<file path="config.mk">
export PLATFORM = sky130hd
export DESIGN_NAME = float_divider_double_flat
export DESIGN_NICKNAME = d
export VERILOG_FILES = /design/src/rtl/float_divider_double_if.sv /design/src/rtl/float_divider_double.sv /design/src/flat_wrapper.sv
export SDC_FILE = /design/constraint.sdc
export NUM_CORES = 1
export LEC_CHECK = 0
export ABC_AREA = 1
export CELL_PAD_IN_SITES_DETAIL_PLACEMENT = 0
export CELL_PAD_IN_SITES_GLOBAL_PLACEMENT = 1
export CORE_ASPECT_RATIO = 0.6
export CORE_UTILIZATION = 44
export DETAILED_ROUTE_END_ITERATION = 7
export PLACE_DENSITY = 0.85
export SYNTH_ARGS = -nofsm -noshare
export SYNTH_HDL_FRONTEND = slang
export SYNTH_SLANG_ARGS = --single-unit
</file>
<file path="constraint.sdc">
create_clock -name clk -period 5.5 [get_ports clk]
set_input_delay 1.1 -clock clk [delete_from_list [all_inputs] [get_ports clk]]
set_output_delay 1.1 -clock clk [all_outputs]
set_load 0.005 [all_outputs]
</file>
<file path="src/rtl/float_divider_double_if.sv">
// Operand/result handshake bundle for the double-precision divider.
// slave = divider side, master = producer/consumer side.
interface float_divider_double_if #(
  parameter int FLOAT_SIZE = 64
);
  logic [FLOAT_SIZE-1:0] a;
  logic [FLOAT_SIZE-1:0] b;
  logic                  in_valid;
  logic                  in_ready;
  logic [FLOAT_SIZE-1:0] out;
  logic                  out_valid;
  logic                  out_ready;
  logic                  overflow;
  logic                  underflow;
  logic                  inexact;
  logic                  zero;
  logic                  divide_by_zero;

  modport slave (
    input  a, b, in_valid, out_ready,
    output in_ready, out, out_valid,
    output overflow, underflow, inexact,
    output zero, divide_by_zero
  );

  modport master (
    output a, b, in_valid, out_ready,
    input  in_ready, out, out_valid,
    input  overflow, underflow, inexact,
    input  zero, divide_by_zero
  );
endinterface

</file>
<file path="src/rtl/float_divider_double.sv">
// Iterative IEEE-754 double divider: restoring datapath,
// one quotient bit per cycle, truncating result.
module float_divider_double #(
  parameter int FLOAT_SIZE    = 64,
  parameter int EXPONENT_SIZE = 11,
  parameter int MANTISSA_SIZE = 52,
  parameter int BIAS          = 1023
) (
  input logic                   clk,
  input logic                   reset,
  float_divider_double_if.slave bus
);
  localparam int MW = MANTISSA_SIZE;
  localparam int EW = EXPONENT_SIZE;
  localparam int QW = MW + 2;
  localparam int RW = MW + 3;
  localparam logic [5:0] CNT_TOP = 6'(QW - 1);
  localparam logic signed [12:0] EMAX =
    13'((1 << EW) - 1);

  typedef enum logic [1:0] {
    IDLE,
    DIVIDE,
    NORM,
    DONE
  } state_t;

  state_t state_q, state_d;

  logic [FLOAT_SIZE-1:0] a_q, a_d;
  logic [FLOAT_SIZE-1:0] b_q, b_d;
  logic [FLOAT_SIZE-1:0] out_q, out_d;
  logic [RW-1:0]         rem_q, rem_d;
  logic [QW-1:0]         quo_q, quo_d;
  logic [5:0]            cnt_q, cnt_d;
  logic ovf_q, ovf_d;
  logic unf_q, unf_d;
  logic inx_q, inx_d;
  logic zro_q, zro_d;
  logic dbz_q, dbz_d;

  logic          sgn;
  logic [EW-1:0] ea, eb;
  logic [MW-1:0] mb;
  logic          a_zero_i, b_zero_i;
  logic          a_zero_q, b_zero_q;

  assign sgn = a_q[FLOAT_SIZE-1] ^ b_q[FLOAT_SIZE-1];
  assign ea  = a_q[FLOAT_SIZE-2 -: EW];
  assign eb  = b_q[FLOAT_SIZE-2 -: EW];
  assign mb  = b_q[MW-1:0];

  assign a_zero_i = (bus.a[FLOAT_SIZE-2:0] == '0);
  assign b_zero_i = (bus.b[FLOAT_SIZE-2:0] == '0);
  assign a_zero_q = (a_q[FLOAT_SIZE-2:0] == '0);
  assign b_zero_q = (b_q[FLOAT_SIZE-2:0] == '0);

  logic [RW-1:0] dvs;
  logic          ge;
  logic [RW-1:0] rsub;

  assign dvs  = {3'b001, mb};
  assign ge   = (rem_q >= dvs);
  assign rsub = ge ? (rem_q - dvs) : rem_q;

  logic                 adj;
  logic [MW-1:0]        mant;
  logic signed [12:0]   exp_s;
  logic                 inx_n;

  // Quotient lies in [0.5, 2): top bit tells which half.
  assign adj   = ~quo_q[QW-1];
  assign mant  = quo_q[QW-1] ? quo_q[QW-2:1]
                             : quo_q[MW-1:0];
  assign exp_s = {2'b00, ea} - {2'b00, eb}
               + 13'(BIAS) - {12'd0, adj};
  assign inx_n = (rem_q != '0)
               | (quo_q[QW-1] & quo_q[0]);

  always_comb begin
    state_d = state_q;
    a_d     = a_q;
    b_d     = b_q;
    out_d   = out_q;
    rem_d   = rem_q;
    quo_d   = quo_q;
    cnt_d   = cnt_q;
    ovf_d   = ovf_q;
    unf_d   = unf_q;
    inx_d   = inx_q;
    zro_d   = zro_q;
    dbz_d   = dbz_q;
    unique case (state_q)
      IDLE: begin
        if (bus.in_valid) begin
          a_d     = bus.a;
          b_d     = bus.b;
          rem_d   = {3'b001, bus.a[MW-1:0]};
          cnt_d   = CNT_TOP;
          state_d = (a_zero_i | b_zero_i) ? NORM
                                          : DIVIDE;
        end
      end
      DIVIDE: begin
        rem_d = rsub << 1;
        quo_d = {quo_q[QW-2:0], ge};
        cnt_d = cnt_q - 6'd1;
        if (cnt_q == '0) state_d = NORM;
      end
      NORM: begin
        ovf_d   = 1'b0;
        unf_d   = 1'b0;
        inx_d   = 1'b0;
        zro_d   = 1'b0;
        dbz_d   = 1'b0;
        state_d = DONE;
        if (b_zero_q) begin
          dbz_d = 1'b1;
          out_d = {sgn, {EW{1'b1}}, {MW{1'b0}}};
        end else if (a_zero_q) begin
          zro_d = 1'b1;
          out_d = {sgn, {(FLOAT_SIZE-1){1'b0}}};
        end else begin
          inx_d = inx_n;
          if (exp_s >= EMAX) begin
            ovf_d = 1'b1;
            out_d = {sgn, {EW{1'b1}}, {MW{1'b0}}};
          end else if (exp_s <= 13'sd0) begin
            unf_d = 1'b1;
            zro_d = 1'b1;
            out_d = {sgn, {(FLOAT_SIZE-1){1'b0}}};
          end else begin
            out_d = {sgn, exp_s[EW-1:0], mant};
          end
        end
      end
      DONE: begin
        if (bus.out_ready) state_d = IDLE;
      end
      default: state_d = IDLE;
    endcase
  end

  always_ff @(posedge clk) begin
    if (reset) begin
      state_q <= IDLE;
      a_q     <= '0;
      b_q     <= '0;
      out_q   <= '0;
      rem_q   <= '0;
      quo_q   <= '0;
      cnt_q   <= '0;
      ovf_q   <= 1'b0;
      unf_q   <= 1'b0;
      inx_q   <= 1'b0;
      zro_q   <= 1'b0;
      dbz_q   <= 1'b0;
    end else begin
      state_q <= state_d;
      a_q     <= a_d;
      b_q     <= b_d;
      out_q   <= out_d;
      rem_q   <= rem_d;
      quo_q   <= quo_d;
      cnt_q   <= cnt_d;
      ovf_q   <= ovf_d;
      unf_q   <= unf_d;
      inx_q   <= inx_d;
      zro_q   <= zro_d;
      dbz_q   <= dbz_d;
    end
  end

  assign bus.in_ready       = (state_q == IDLE);
  assign bus.out_valid      = (state_q == DONE);
  assign bus.out            = out_q;
  assign bus.overflow       = ovf_q;
  assign bus.underflow      = unf_q;
  assign bus.inexact        = inx_q;
  assign bus.zero           = zro_q;
  assign bus.divide_by_zero = dbz_q;
endmodule

</file>
<file path="src/flat_wrapper.sv">
// flat-port wrapper written by rule: the top's interface ports become plain ports
module float_divider_double_flat 
#(
  parameter int FLOAT_SIZE    = 64,
  parameter int EXPONENT_SIZE = 11,
  parameter int MANTISSA_SIZE = 52,
  parameter int BIAS          = 1023
)
  (clk, reset, bus_a, bus_b, bus_in_valid, bus_out_ready, bus_in_ready, bus_out, bus_out_valid, bus_overflow, bus_underflow, bus_inexact, bus_zero, bus_divide_by_zero);
  float_divider_double_if #(.FLOAT_SIZE(FLOAT_SIZE)) bus_i ();
  input logic clk;
  input logic reset;
  input wire logic [$bits(bus_i.a)-1:0] bus_a;
  input wire logic [$bits(bus_i.b)-1:0] bus_b;
  input wire logic [$bits(bus_i.in_valid)-1:0] bus_in_valid;
  input wire logic [$bits(bus_i.out_ready)-1:0] bus_out_ready;
  output wire logic [$bits(bus_i.in_ready)-1:0] bus_in_ready;
  output wire logic [$bits(bus_i.out)-1:0] bus_out;
  output wire logic [$bits(bus_i.out_valid)-1:0] bus_out_valid;
  output wire logic [$bits(bus_i.overflow)-1:0] bus_overflow;
  output wire logic [$bits(bus_i.underflow)-1:0] bus_underflow;
  output wire logic [$bits(bus_i.inexact)-1:0] bus_inexact;
  output wire logic [$bits(bus_i.zero)-1:0] bus_zero;
  output wire logic [$bits(bus_i.divide_by_zero)-1:0] bus_divide_by_zero;
  assign bus_i.a = bus_a;
  assign bus_i.b = bus_b;
  assign bus_i.in_valid = bus_in_valid;
  assign bus_i.out_ready = bus_out_ready;
  assign bus_in_ready = bus_i.in_ready;
  assign bus_out = bus_i.out;
  assign bus_out_valid = bus_i.out_valid;
  assign bus_overflow = bus_i.overflow;
  assign bus_underflow = bus_i.underflow;
  assign bus_inexact = bus_i.inexact;
  assign bus_zero = bus_i.zero;
  assign bus_divide_by_zero = bus_i.divide_by_zero;
  float_divider_double #(.FLOAT_SIZE(FLOAT_SIZE), .EXPONENT_SIZE(EXPONENT_SIZE), .MANTISSA_SIZE(MANTISSA_SIZE), .BIAS(BIAS)) u_core (.clk(clk), .reset(reset), .bus(bus_i));
endmodule
</file>
==> impl_metrics.csv, run 1 <==
group,metric,value,unit
timing,fin_ws,1030,ps
clock_network,post_cts.resized_instances,0,
global_route,pin_count_of_the_biggest_net_entering_global_routing,161,
worst_setup_path,timing.critical_path.arrival,4910,ps
timing,setup_viol_count_final,0,
die,coreArea,0.0404,mm^2
placed_design,place.port_buffers,202,
pwr,total_power,15.4,mW
timing,finClkSkew,24.4,ps
timing,timing_hold_violations_final,0,
die,effective_utilization_at_floorplan,44.7,%
die,rows,57,
cells_and_area,syn2layout_area_growth,17.9,%
pwr,static-leakage-power,8.86,nW
clock_network,numCtsBuffers,31,
routing,wl,59900,um
yosys,synth.ff_latch_count,314,
clock_network,clkSinkCount,314,
clock_network,clk_root_buf,"sky130_fd_sc_hd__clkbuf_16",
global_route,grt_remaining_overflow,0,
timing,worst_slew_margin_rel,13.4,%
yosys,yosysSeqAreaShare,34.8,%
global_route,antenna_violations_before_repair,2,
die,floorplan.die_area,0.0419,mm^2
timing,fmaxAchievable,0.224,GHz
yosys,netlist_instances,2677,
pwr,power_density,722,mW/mm^2
cells_and_area,nets,3001,
clock_network,worst_setup_hold_path_clk_slew,60,ps
routing,viasPerCell,5.55,
routing,drt_drc_violations_left,0,
die,floorplan.die.width,264,um
cells_and_area,fin_cells,3344,
global_route,grt.total_usage,28.0,%
timing,unrepaired_setup_endpoints_after_global_routing,"false",
routing,detail_route.wl_per_cell,17.9,um
routing,firstDrtPassIters,6,
yosys,synth-warning-count,0,
clock_network,clk-insertion-delay-late,610,ps
worst_hold_path,hold_path_class,"reg -> reg",
die,die_y,159,um
run_status,run_status,"complete, no violations",
placed_design,placement.setup.worst_slack,1120,ps
clock_network,post_cts_setup_repair_bufs,0,
clock_network,cts_hold_buffers,0,
global_route,global_route_wire_length_before_repair,94200,um
placed_design,place.detailed.instances,3286,
worst_setup_path,largest_driver_fanout_on_the_critical_path,60,
flow_run,drv.max_cap_violation_count,0,
timing,final.setup.tns,0,ps
yosys,mean_cell_area_of_the_mapped_netlist,6.75,um^2
routing,via_count,18600,
yosys,mappedNetlistArea,0.0181,mm^2
clock_network,cts_max_path_buffers,3,
clock_network,clock_tree_from_tritoncts,"yes",
yosys,asyncSetResetFlopFracSynth,0,%
yosys,unique_cell_type_count_in_the_yosys_netlist,47,
timing,period_needed,4470,ps
worst_setup_path,cp.required,5940,ps
routing,drtIter0Drc,1738,
worst_setup_path,critPathKind,"reg -> reg",
placed_design,post-dp-hpwl,44400,um
cells_and_area,postLayoutCellArea,0.0213,mm^2
placed_design,detailed_place.area,0.0203,mm^2
timing,number_of_pins_exceeding_their_max_slew_limit_in_the_final_report,0,
die,ioPinCount,203,
yosys,synth-edff-count,0,
pwr,vdd.ir_drop.worst,0.763,mV
worst_setup_path,start_kind,"register",
yosys,synth_nets,2890,
timing,tightestPinTransition,1290,ps
yosys,postSynth.topFlopCell,"sky130_fd_sc_hd__dfxtp_1",
worst_setup_path,timing.critical_path.to_type,"register",
clock_network,cts_max_level,1,
timing,min_period_over_period,81.2,%
cells_and_area,drive_above_1_share,5.62,%
placed_design,placer_congestion,0.974,
routing,antenna_violating_nets_post_route,0,
global_route,grt_pass1_vias,16700,
==> path summary, 6_finish.rpt <==
kind                                         start                 end  slack, ps  cells past startpoint
worst max-delay path                u_core.a_q[52]  u_core.bus.out[32]       1030                     23
worst min-delay path            u_core.bus.out[42]  u_core.bus.out[42]        470                      2
worst max register to register      u_core.a_q[52]  u_core.bus.out[32]       1030                     23
worst min register to register  u_core.bus.out[42]  u_core.bus.out[42]        470                      2
==> flip-flops by register name, summed over array words and instances, names as in the netlist <==
| register | count |
|---|---|
| u_core.a_q | 64 |
| u_core.b_q | 64 |
| u_core.bus.divide_by_zero | 1 |
| u_core.bus.inexact | 1 |
| u_core.bus.out | 64 |
| u_core.bus.overflow | 1 |
| u_core.bus.underflow | 1 |
| u_core.bus.zero | 1 |
| u_core.cnt_q | 6 |
| u_core.quo_q | 54 |
| u_core.rem_q | 55 |
| u_core.state_q | 2 |
==> power breakdown <==
part           internal (mW)  switching [mW]  leakage [nW]  total, mW
clock network           1.19           0.969         0.501       2.16
logic                   3.21            6.58          5.77       9.78
registers               2.96           0.492          2.58       3.45
==> per-layer routing <==
layer / part of all wire, % / wire [um] / GRT usage [%] / up-vias
met4: 1.6 / 941 / 4.89 / 2
met5: 0.022 / 13 / 0 / -
met2: 38 / 22900 / 37.9 / 617
li1: - / - / - / 9184
met1: 52 / 30900 / 44.5 / 8689
met3: 8.7 / 5220 / 5.97 / 66
==> Yosys cell counts, drive strengths merged (2+ instances only) <==
cell type / number / share of area, %
a221oi: 2 / 0.097
a31oi: 16 / 0.55
or4: 6 / 0.25
inv: 276 / 5.7
ha: 78 / 5.4
nand3: 152 / 4.3
o21a: 5 / 0.21
nand4: 33 / 1.1
nor4: 66 / 2.3
a21o: 11 / 0.46
or2: 37 / 1.3
nor2: 308 / 6.6
nand3b: 5 / 0.23
clkbuf: 106 / 2.2
dfxtp: 314 / 35
xor2: 31 / 1.5
nand2: 471 / 10
fa: 3 / 0.33
o21ai: 289 / 8.1
and3: 4 / 0.14
o211ai: 34 / 1.4
clkinv: 2 / 0.042
a21oi: 329 / 9.2
o21bai: 8 / 0.33
buf: 32 / 1.0
nor3: 20 / 0.55
a22oi: 8 / 0.33
xnor2: 25 / 1.2
==> final cells by class <==
type / instances / area (um^2)
Antenna cell: 1 / 2.50
Clock buffer: 45 / 908
Clock inverter: 12 / 98.8
Fill cell: 4028 / 19100
Inverter: 278 / 1050
Multi-Input combinational cell: 1947 / 10200
Sequential cell: 314 / 6290
Tap cell: 531 / 664
Timing Repair Buffer: 216 / 2130
==> metrics by stage <==
stage                     utilization (%)  hold WS [ps]
after global routing                 52.7           483
after global placement               50.2           455
after floorplan                         -           443
final                                52.7           465
after CTS                            52.7           467
after detailed placement             50.2           456
==> cell families (layout without fill, tap and decap cells) <==
family | after synthesis | count (layout) | synth area share, %
buf+inv | 416 | 551 | 9.02
other cells | 0 | 1 | 0
fa+ha+maj | 81 | 81 | 5.73
compound gates | 706 | 706 | 20.9
simple gates | 1104 | 1104 | 26.9
flops | 314 | 314 | 34.8
xor+xnor | 56 | 56 | 2.71
==> cell usage in the layout, fill, tap and decap left out, drive strengths merged, types with 3 or more instances in the layout <==
master and n:
o21ai 289, dfxtp 314, and3 4, nand4 33, a21oi 329, nor3 20, clkinv 10, inv 278
nor4 66, fa 3, ha 78, a31oi 16, clkbuf 45, nor2 308, or4 6, a22oi 8
buf 15, or2 37, nand3b 5, a21o 11, o211ai 34, clkdlybuf4s50 201, nand2 471, o21a 5
xor2 31, nand3 152, xnor2 25, o21bai 8
==> worst max-delay path: stages (launching register included) <==
cell and delay (ps):
sky130_fd_sc_hd__dfxtp_1 330, sky130_fd_sc_hd__inv_1 60, sky130_fd_sc_hd__ha_1 210, sky130_fd_sc_hd__fa_1 420
sky130_fd_sc_hd__inv_1 100, sky130_fd_sc_hd__nand3_1 70, sky130_fd_sc_hd__nand2_1 110, sky130_fd_sc_hd__xor2_1 200
sky130_fd_sc_hd__inv_1 70, sky130_fd_sc_hd__ha_1 290, sky130_fd_sc_hd__inv_1 50, sky130_fd_sc_hd__o21ai_0 280
sky130_fd_sc_hd__nand2_1 80, sky130_fd_sc_hd__nand3b_2 240, sky130_fd_sc_hd__nand2_2 110, sky130_fd_sc_hd__nand2_1 80
sky130_fd_sc_hd__nand2_1 60, sky130_fd_sc_hd__nand2_1 40, sky130_fd_sc_hd__nand2_1 110, sky130_fd_sc_hd__nand2_1 80
sky130_fd_sc_hd__o21ai_2 170, sky130_fd_sc_hd__nand2_2 650, sky130_fd_sc_hd__nand3_1 350, sky130_fd_sc_hd__a21oi_1 110
(Power assumes the default switching activity.)
==> run 2, diff against run 1 <==
--- a/config.mk
+++ b/config.mk
@@ -9,9 +9,9 @@
 export CELL_PAD_IN_SITES_DETAIL_PLACEMENT = 0
 export CELL_PAD_IN_SITES_GLOBAL_PLACEMENT = 1
 export CORE_ASPECT_RATIO = 0.6
-export CORE_UTILIZATION = 44
+export CORE_UTILIZATION = 37
 export DETAILED_ROUTE_END_ITERATION = 7
-export PLACE_DENSITY = 0.85
+export PLACE_DENSITY = 0.76
 export SYNTH_ARGS = -nofsm -noshare
 export SYNTH_HDL_FRONTEND = slang
 export SYNTH_SLANG_ARGS = --single-unit
==> constraint.sdc (replaced) <==
create_clock -name clk -period 3.8 [get_ports clk]
set_input_delay 0.76 -clock clk [delete_from_list [all_inputs] [get_ports clk]]
set_output_delay 0.76 -clock clk [all_outputs]
set_load 0.005 [all_outputs]
==> run 2 against run 1 <==
Against the previous run:
- wire length grew 5.0%
- fmax grew 23%
- sequential share of layout area shrank 1.2 points
- non-clock buffer count grew 38
- flip-flop and latch count is the same
- design area grew 4.2%
- global-route usage shrank 3.6 points
- total power grew 65%
- largest cell class unchanged
==> impl_metrics.csv, run 2 (same netlist as run 1, synthesis figures left out) <==
group,metric,value,unit
global_route,pin_count_of_the_biggest_net_entering_global_routing,190,
worst_setup_path,critPathKind,"reg -> reg",
worst_setup_path,crit_path_frequent_cell,"sky130_fd_sc_hd__nand2_1",
cells_and_area,multi_input_area,0.0104,mm^2
routing,antenna_violating_nets_post_route,0,
routing,detail_route.wl_per_cell,18.0,um
cells_and_area,seq_area,0.00629,mm^2
placed_design,post-dp-hpwl,46100,um
timing,timing_hold_violations_final,0,
timing,min_period_over_period,95.8,%
routing,wl,62900,um
timing,fmaxAchievable,0.275,GHz
worst_setup_path,critical_path.top_delay_family,"adder cells",
clock_network,cts_max_path_buffers,3,
routing,drt_drc_violations_left,0,
run_status,run_status,"complete, no violations",
clock_network,clock_tree_from_tritoncts,"yes",
timing,finClkSkew,20.0,ps
die,floorplan.die.width,287,um
global_route,antenna_violations_before_repair,2,
global_route,grt.total_usage,24.3,%
clock_network,worst_setup_hold_path_clk_slew,60,ps
timing,worst_slew_margin_rel,23.6,%
routing,drtIter0Drc,1634,
timing,number_of_pins_exceeding_their_max_slew_limit_in_the_final_report,0,
worst_setup_path,largest_driver_fanout_on_the_critical_path,8,
timing,setup_viol_count_final,0,
clock_network,cts_hold_buffers,0,
die,die_y,173,um
clock_network,numCtsBuffers,34,
clock_network,clk_root_buf,"sky130_fd_sc_hd__clkbuf_16",
worst_setup_path,cpPeakStageDelay,480,ps
timing,tightestPinTransition,1140,ps
worst_setup_path,cp.required,4240,ps
placed_design,placer_congestion,0.942,
worst_setup_path,path_cells,"inv_1 > ha_4 > fa_2 > ha_4 > fa_2 > a21oi_2 > o21ai_2 > buf_4 > xor2_1 > buf_4 > inv_1 > nand2_1 > nor2_1 > nand3_1 > nor2_1 > nand2_1 > o21ai_4 > nand2_8 > clkbuf_16 > nand2_1 > nand3_1 > a21oi_1",
routing,viasPerCell,5.30,
die,coreArea,0.0480,mm^2
global_route,grt_pass1_vias,17100,
routing,firstDrtPassIters,6,
die,effective_utilization_at_floorplan,37.6,%
pwr,static-leakage-power,9.15,nW
flow_run,drv.max_cap_violation_count,0,
clock_network,cts_max_level,2,
global_route,grt_remaining_overflow,0,
worst_setup_path,timing.critical_path.to_type,"register",
worst_hold_path,hold_path_class,"reg -> reg",
cells_and_area,fin_cells,3492,
worst_setup_path,cp.buffers_inverters,5,
timing,period_needed,3640,ps
cells_and_area,mostFrequentLayoutCells,"sky130_fd_sc_hd__nand2_1, sky130_fd_sc_hd__a21oi_1, sky130_fd_sc_hd__dfxtp_1, sky130_fd_sc_hd__nor2_1, sky130_fd_sc_hd__o21ai_0",
pwr,power_density,1140,mW/mm^2
worst_setup_path,critical-path-slowest-cell,"sky130_fd_sc_hd__fa_2",
cells_and_area,most_common_library_cell_in_the_layout_ignoring_fill_and_taps,"sky130_fd_sc_hd__nand2_1",
worst_setup_path,start_kind,"register",
cells_and_area,fillers,4818,
die,floorplan.die_area,0.0497,mm^2
die,rows,62,
die,ioPinCount,203,
cells_and_area,drive_above_1_share,8.28,%
worst_setup_path,timing.critical_path.arrival,4080,ps
global_route,global_route_wire_length_before_repair,96700,um
placed_design,place.detailed.instances,3422,
clock_network,clk-insertion-delay-late,540,ps
cells_and_area,finalCoreUtilization,46.2,%
cells_and_area,nets,3042,
routing,via_count,18500,
pwr,vdd.ir_drop.worst,0.600,mV
placed_design,place.port_buffers,202,
clock_network,clkSinkCount,314,
cells_and_area,syn2layout_area_growth,22.9,%
==> run 2: cell types whose count changed in the layout (fill, tap and decap cells not counted), sizes merged <==
cell,change
buf,+34
clkinv,-2
bufinv,+1
diode,+1
clkinvlp,+1
clkbuf,+4
==> run 2: report_power, final <==
part / internal [mW] / leakage, nW / total [mW] / switching (mW)
Combinational: 6.33 / 6.05 / 17.1 / 10.8
Sequential: 4.28 / 2.58 / 5.00 / 0.723
Clock: 1.85 / 0.514 / 3.25 / 1.40
==> run 2: layer usage <==
metal / GRT usage (%) / wire (um)
met5: 0 / 0
met2: 33.2 / 24200
met3: 6.23 / 5310
met1: 38.0 / 32700
met4: 3.79 / 743
==> run 2: cell type report <==
class | count | share of cell area (%)
Tap cell | 640 | 3.61
Clock inverter | 12 | 0.603
Timing Repair Buffer | 254 | 11.7
Inverter | 278 | 4.73
Clock buffer | 45 | 4.15
Multi-Input combinational cell | 1947 | 46.9
Sequential cell | 314 | 28.3
Antenna cell | 2 | 0.0225
==> run 2: worst min-delay path: cells and delay by family, from the launching register on <==
family / cells / cell delay (ps)
DFF: 1 / 310
and+or+nand+nor: 1 / 60
AOI/OAI and AO/OA: 1 / 50
==> run 2: through the flow <==
step	cell area, um^2	setup slack (ps)	hold slack, ps	TNS (ps)	power (mW)
after floorplan	18100	448	443	0	15.5
after global placement	20700	28.4	456	0	19.6
after detailed placement	20700	-131	455	-1040	19.7
after CTS	21800	22.4	465	0	23.2
after global routing	22200	-41.7	488	-210	27.4
final	22200	159	462	0	25.4
==> run 2: final timing paths <==
check | from | end | slack [ps] | cells past startpoint
min reg2reg | u_core.bus.out[27] | u_core.bus.out[27] | 460 | 2
min | u_core.bus.out[27] | u_core.bus.out[27] | 460 | 2
max reg2reg | u_core.a_q[52] | u_core.bus.out[60] | 160 | 22
max | u_core.a_q[52] | u_core.bus.out[60] | 160 | 22
==> run 2: repair_timing <==
action / 4_1_cts / 5_1_grt
pin swaps: 0 / 24
cloned: 0 / 6
endpoints found under the setup margin: 12 / 66
resized for setup: 3 / 55
setup buffers: 0 / 5
